$ cat src/rtl/dff_bank_arbiter.sv
`default_nettype none
// ============================================================================
//  Module   : dff_bank_arbiter
//  Purpose  : Round-robin arbiter and sequencer in front of one shared
//             WIDTH-bit D flip-flop register. One requester wins each
//             arbitration. Its data is loaded into the register and it
//             receives a one-cycle acknowledge. The register is then held
//             for HOLD_CYCLES cycles before the next arbitration opens.
//  Ports    : clk      - rising-edge clock
//             rst      - asynchronous active-high reset
//             req      - request vector, bit i = requester i
//             data     - write data, requester i drives [i*WIDTH +: WIDTH]
//             ack      - one-cycle write acknowledge (one-hot or zero)
//             grant_id - index of the most recent winner
//             q / nq   - register contents and its bitwise complement
//             busy     - high during the hold window
//  Revision : 1.0 - initial release
// ============================================================================
module dff_bank_arbiter #(
    parameter int N_REQ       = 4,
    parameter int WIDTH       = 8,
    parameter int HOLD_CYCLES = 2,
    localparam int ID_W       = $clog2(N_REQ)
) (
    input  logic                   clk,
    input  logic                   rst,
    input  logic [N_REQ-1:0]       req,
    input  logic [N_REQ*WIDTH-1:0] data,
    output logic [N_REQ-1:0]       ack,
    output logic [ID_W-1:0]        grant_id,
    output logic [WIDTH-1:0]       q,
    output logic [WIDTH-1:0]       nq,
    output logic                   busy
);

    typedef enum logic [0:0] {
        IDLE = 1'b0,
        HOLD = 1'b1
    } state_t;

    localparam logic [ID_W-1:0] c_last_id  = ID_W'(N_REQ - 1);
    localparam logic [ID_W:0]   c_n_req    = (ID_W + 1)'(N_REQ);
    localparam logic [7:0]      c_hold_ld  = 8'(HOLD_CYCLES - 1);

    state_t            r_state;
    logic [WIDTH-1:0]  r_q;
    logic [N_REQ-1:0]  r_ack;
    logic [ID_W-1:0]   r_grant_id;
    logic              r_busy;
    logic [ID_W-1:0]   r_ptr;
    logic [7:0]        r_cnt;

    logic              w_found;
    logic [ID_W-1:0]   w_win;
    logic [ID_W:0]     w_sum;
    logic [ID_W-1:0]   w_idx;
    logic [ID_W-1:0]   w_ptr_next;
    logic [WIDTH-1:0]  w_wdata;
    logic [N_REQ-1:0]  w_onehot;

    // Rotating priority scan: offset k from the pointer, wrapped modulo
    // N_REQ. The one-bit-wider sum keeps the wrap correct when N_REQ is
    // not a power of two. The first set bit found is the winner.
    always_comb begin
        w_found = 1'b0;
        w_win   = '0;
        w_sum   = '0;
        w_idx   = '0;
        for (int k = 0; k < N_REQ; k++) begin
            w_sum = {1'b0, r_ptr} + (ID_W + 1)'(k);
            if (w_sum >= c_n_req) begin
                w_sum = w_sum - c_n_req;
            end
            w_idx = w_sum[ID_W-1:0];
            if (!w_found && req[w_idx]) begin
                w_found = 1'b1;
                w_win   = w_idx;
            end
        end
    end

    assign w_ptr_next = (w_win == c_last_id) ? '0 : w_win + 1'b1;
    assign w_wdata    = data[int'(w_win)*WIDTH +: WIDTH];
    assign w_onehot   = N_REQ'(1) << w_win;

    always_ff @(posedge clk or posedge rst) begin
        if (rst) begin
            r_state    <= IDLE;
            r_q        <= '0;
            r_ack      <= '0;
            r_grant_id <= '0;
            r_busy     <= 1'b0;
            r_ptr      <= '0;
            r_cnt      <= '0;
        end else if (r_state == IDLE) begin
            if (w_found) begin
                r_q        <= w_wdata;
                r_ack      <= w_onehot;
                r_grant_id <= w_win;
                r_ptr      <= w_ptr_next;
                r_cnt      <= c_hold_ld;
                r_busy     <= 1'b1;
                r_state    <= HOLD;
            end
        end else begin
            // Hold window: requests are ignored, register is frozen.
            r_ack <= '0;
            if (r_cnt == 8'd0) begin
                r_busy  <= 1'b0;
                r_state <= IDLE;
            end else begin
                r_cnt <= r_cnt - 8'd1;
            end
        end
    end

    assign q        = r_q;
    assign nq       = ~r_q;
    assign ack      = r_ack;
    assign grant_id = r_grant_id;
    assign busy     = r_busy;

endmodule
`default_nettype wire

$ cat config.mk
export PLATFORM = sky130hd
export DESIGN_NAME = dff_bank_arbiter
export DESIGN_NICKNAME = d
export VERILOG_FILES = /design/src/rtl/dff_bank_arbiter.sv
export SDC_FILE = /design/constraint.sdc
export NUM_CORES = 1
export LEC_CHECK = 0
export BUFFER_PORTS_ARGS = -buffer_cell sky130_fd_sc_hd__buf_2
export CAP_MARGIN = 20
export CELL_PAD_IN_SITES_DETAIL_PLACEMENT = 0
export CELL_PAD_IN_SITES_GLOBAL_PLACEMENT = 1
export CORE_MARGIN = 10
export CORE_UTILIZATION = 35
export DETAILED_ROUTE_END_ITERATION = 16
export HOLD_SLACK_MARGIN = 0.03
export PLACE_DENSITY = 0.79
export SLEW_MARGIN = 30
export SYNTH_ARGS = -nofsm -noshare
export SYNTH_HDL_FRONTEND = slang
export SYNTH_SLANG_ARGS = --single-unit
$ cat constraint.sdc
create_clock -name clk -period 2.6 [get_ports clk]
set_input_delay 0.52 -clock clk [delete_from_list [all_inputs] [get_ports clk]]
set_output_delay 0.52 -clock clk [all_outputs]
set_load 0.01 [all_outputs]
Yosys cells after proc, flatten, opt, wreduce, memory -nomap -nowiden
Index checks and enable logic that the tools add are counted.
Word-level totals
  word-level logic and storage cells: 74
  register bits: 26
  input port bits: 38
  output and inout bits: 23
Cells by class
  magnitude comparators: 8
  bitwise gates (word level): 2
  reductions and logical operators: 11
  eq/ne operators: 3
  muxes and demuxes: 32
  add/subtract/negate cells: 9
  shift operators: 2
Operators with widths (count)
  32-bit by 6-bit indexed part select with 8-bit output: 1
  8-bit 2-to-1 mux: 3
  2-bit 2-to-1 mux: 9
  1-bit 2-to-1 mux: 14
  2-bit by 3-bit less-than comparator with 1-bit output (second input constant): 4
  3-bit greater-or-equal comparator (second input constant): 3
  1-bit binary-select mux with 2-bit select: 4
  8-bit logical NOT: 1
  4-bit 2-to-1 mux: 2
  8-bit NOT: 1
  2-bit by 1-bit subtractor with 2-bit output (second input constant): 4
  8-bit by 1-bit subtractor with 8-bit output (second input constant): 1
  2-bit by 2-bit adder with 3-bit output (second input constant): 2
  2-bit AND reduction: 3
  1-bit by 2-bit left shift with 4-bit output (first input constant): 1
  2-bit by 1-bit adder with 3-bit output (second input constant): 1
  2-bit by 3-bit greater-or-equal comparator with 1-bit output (second input constant): 1
  1-bit logical AND: 3
  1-bit logical NOT: 3
  2-bit by 1-bit adder with 2-bit output (second input constant): 1
  2-bit == test (second input constant): 1
  2-bit by 1-bit inequality test with 1-bit output (second input constant): 1
  2-bit inequality test (second input constant): 1
  2-bit nonzero test: 1
  1-bit NOT: 1

Logic depth before layout (Yosys ltp)
  word-level depth: 17
  gate-level depth with buffers: 8
  mapped depth without buffers: 7

Worst setup path after synthesis
No wires, ideal clock.
  path type: input -> register
  from: input port req[3]
  to: register r_q[1] (netlist: q[1])
  path slack: 0.677 ns
  setup time: 0.126 ns
  arrival: 1.797 ns
  data required time: 2.474 ns
  stages on the path: 7
  path buffers: 3
  cells stage by stage: buf_2 nor4_4 or2_1 buf_2 buf_4 a21oi_1 a221o_1
On the way
  cells in the longest elaborated chain, start to end: 13
  elaborated cells between the ends (all ways): 24
  classes of those cells: shift: 1; mux: 16; reduce/logical: 7
Ends and longest elaborated chain
  start, declared: line 27  | input logic [N_REQ-1:0] req,
  1-bit binary-select mux with 2-bit select: line 75  | if (!w_found && req[w_idx]) begin
  1-bit 2-to-1 mux (not written as such): line 75
  1-bit 2-to-1 mux: line 75
  1-bit logical NOT: line 75
  1-bit logical AND: line 75
  1-bit 2-to-1 mux: line 75
  1-bit logical NOT: line 75
  1-bit logical AND: line 75
  1-bit 2-to-1 mux: line 75
  1-bit logical NOT: line 75
  1-bit logical AND: line 75
  2-bit 2-to-1 mux or 1-bit 2-to-1 mux (tied branches): line 75
  32-bit by 6-bit indexed part select with 8-bit output or 2-bit AND reduction (tied branches)
  end signal, assigned: line 97  | r_q <= w_wdata;
  end, declared: line 46  | logic [WIDTH-1:0] r_q;
Several ways; a longest one is shown, not always the timed one. The select of a mux whose other input is x is not followed.
A chain may end at the register's enable or synchronous reset.

Worst setup path in the final report
  from: register r_ptr[1]
  to: register r_q[5] (netlist: q[5])
On the way
  cells in the longest elaborated chain, start to end: 15
  elaborated cells between the ends (all ways): 39
  classes of those cells: add/sub: 7; order compare: 4; shift: 1; mux: 20; reduce/logical: 7
Ends and longest elaborated chain
  start, declared: line 50  | logic [ID_W-1:0] r_ptr;
  start signal, assigned: line 100  | r_ptr <= w_ptr_next;
  parallel branches: the longest is 15 deep, another holds 2-bit by 1-bit adder with 3-bit output
Parallel ways; which one is timed is not known. The select of a mux whose other input is x is not followed.

==> results.sh <==
export IMPL_stdcell_count=273
export IMPL_final_hold_violation_count=0
export IMPL_via_per_inst=4.96
export IMPL_power_leakage_nw=1.01
export IMPL_fin_worst_skew_ns=0.00860
export IMPL_place_gp_congestion=0.763
export IMPL_vdd_drop_max_mv=0.328
export IMPL_crit_path_end_kind="register"
export IMPL_synthCells=160
export IMPL_use_met2_pct=19.8
export IMPL_cpPeakStageDelay_ns=0.52
export IMPL_setup_tns_ns=0
export IMPL_placed_cell_area_um2=1900
export IMPL_crit_fanout=10
export IMPL_synth_edf_count=0
export IMPL_cp_slowest_cell="dfrtp_1"
export IMPL_r2r_cells=5
export IMPL_setup_worst_path_start_class="register"
export IMPL_netlist_cell_type_count=44
export IMPL_die_x_um=86.7
export IMPL_grt_pass1_wl_mm=7.03
export IMPL_std_cell_rows=24
export IMPL_clkTransAtPathRegs_ns=0.10
export IMPL_worstSetupStartpoint="r_ptr[1]"
export IMPL_fin_nets=263
export IMPL_grt_util_all_layers_pct=11.4
export IMPL_drive_gt1_share_pct=38.0
export IMPL_tightest_slew_ns=0.478
export IMPL_clock_sinks=26
export IMPL_seq_area_frac_synth_pct=41.8
export IMPL_run_status="complete, no violations"
export IMPL_synthesis_nets=201
export IMPL_required_ns=2.77
export IMPL_antenna_found_initial=0
export IMPL_grt_start_max_net_pins=27
export IMPL_dp_final_hpwl_mm=3.35
export IMPL_synth_avg_cell_area_um2=9.72
export IMPL_clk_latency_ns=0.27
export IMPL_final_area_um2=1970
export IMPL_synth_largest_area_cell="dfrtp_1"
export IMPL_cts_resized_gates=0
export IMPL_busiest_layer="met2"
export IMPL_drtPass1Iterations=4
export IMPL_cts_tree="done"
export IMPL_hold_buffers=0
export IMPL_die_area_um2=7510
export IMPL_die_h_um=86.7
export IMPL_synth_top_flop_cell="dfrtp_1"
export IMPL_overflow=0
export IMPL_start_util_pct=36.0
export IMPL_syn_area_um2=1560
export IMPL_via_count=1353
export IMPL_arrival_ns=2.29
export IMPL_cts_buffers=3
export IMPL_final_cell_mix="60 x buf_2, 26 x dfrtp_1, 17 x nand2_1"
export IMPL_maxSlewHeadroom_pct=68.1
export IMPL_fin_crit_sh_pct=81.7
export IMPL_post_route_util_pct=45.6
export IMPL_crit_type="register to register"
export IMPL_grt_pass1_vias=1436
export IMPL_use_met3_pct=3.19
export IMPL_area_growth_pct=26.9
export IMPL_wirelength_mm=4.21
export IMPL_wl_per_cell_um=15.4
export IMPL_reg2reg_to="q[5]"
export IMPL_synthTopCellsByArea="dfrtp_1 42%, a21oi_1 5.1%, mux2_4 4.8%"
export IMPL_synthArstFlopShare_pct=100
export IMPL_power_density_nw_per_um2=1000
export IMPL_dp_cells=269
export IMPL_period_needed_ns=2.13
export IMPL_synth_warning_count=0
export IMPL_synth_seq_cells=26
export IMPL_r2r_slack_ns=0.47
export IMPL_met1_usage_pct=13.6
export IMPL_setup_viol=0
export IMPL_cts_path_max_buffers=2
export IMPL_layout_commonest_cell="buf_2"
export IMPL_synth_top_area_share_pct=41.8
export IMPL_postCtsSetupBuffers=0
export IMPL_drtIter0Drc=82
export IMPL_slew_viol_final=0
export IMPL_diodes=0
export IMPL_max_cap_violations=0
export IMPL_port_buffers=60
export IMPL_rsz0062_at_grt="no"
export IMPL_crit_chain="mux2i_2 > o22ai_4 > nor2_4 > mux2_4 > a221o_1"
export IMPL_drtAntennaViolNets=0
export IMPL_clockRootBuffer="clkbuf_8"
export IMPL_min_path_type="input pin to asynchronous set/reset pin"
export IMPL_core_um2=4320
export IMPL_drc=0
export IMPL_htreeDepth=1
export IMPL_max_freq_mhz=471
export IMPL_ios=61
export IMPL_reg2reg_from="r_ptr[1]"
==> Yosys cell counts, types with 3 or more instances <==
master and count:
o211ai_1 3, nand3_1 5, o21ai_0 4, mux2_4 5
mux2i_1 4, a221o_1 5, ha_1 3, inv_1 13
a211o_1 3, a21oi_1 16, nor2_1 15, xor2_1 5
nand2_1 17, dfrtp_1 26, buf_2 3
==> final cells by class <==
cell class	count	area, um2
multi-input cells	113	803
clock inverters	1	30.0
clock buffers	3	41.3
flip-flops and latches	26	651
fillers	447	2350
inverters	14	52.6
repair buffers	64	330
well taps	52	65.1
==> sequential cells by signal (all words and copies together), names as in the netlist <==
register / count
ack: 4
busy: 1
grant_id: 2
q: 8
r_cnt: 8
r_ptr: 2
r_state: 1
==> critical path, delay by kind of cell, from the launching register on <==
kind	cells	cell delay [ns]
multiplexers	2	0.67
AO/OA/AOI/OAI	2	0.46
flip-flops	1	0.52
AND/OR/NAND/NOR	1	0.38
==> how the worst max path moves through the flow <==
stage / endpoint / slack [ns] / depth (start not counted)
floorplan: q[1] / 0.68 / 7
global placement: q[4] / 0.42 / 6
detailed placement: q[2] / 0.39 / 6
CTS: q[5] / 0.50 / 5
global route: q[1] / 0.38 / 5
finish: q[5] / 0.47 / 5
==> power by group <==
part	leakage [nW]	internal, W	switching, W
sequential	0.314	0.000572	0.000146
clock	0.0357	0.000206	0.000130
combinational	0.664	0.000429	0.000494
total	1.01	0.00121	0.000770
==> cell families (layout without fill, tap and decap cells) <==
family / count (synthesis) / after routing / share of synthesized area (%)
XOR/XNOR: 6 / 6 / 3.38
buffers and inverters: 21 / 82 / 6.52
AO/OA/AOI/OAI: 45 / 45 / 21.5
flip-flops: 26 / 26 / 41.8
adder cells (fa/ha/maj): 3 / 3 / 2.41
AND/OR/NAND/NOR: 49 / 49 / 16.1
multiplexers: 10 / 10 / 8.29
==> layer usage <==
layer / routed length (um) / vias up / part of all wire (%)
met2: 2110 / 29 / 50
met3: 258 / 2 / 6.1
li1: - / 687 / -
met4: 10 / 0 / 0.24
met5: 0 / - / 0
met1: 1830 / 635 / 43
==> stage by stage <==
step | hold slack (ns) | total power, W | setup slack, ns
floorplan | 0.491 | 0.00137 | 0.677
global placement | 0.459 | 0.00165 | 0.421
detailed placement | 0.474 | 0.00166 | 0.391
CTS | 0.294 | 0.00201 | 0.502
global route | 0.318 | 0.00216 | 0.382
finish | 0.289 | 0.00198 | 0.475
No activity file was read; power rests on OpenSTA's default activity.
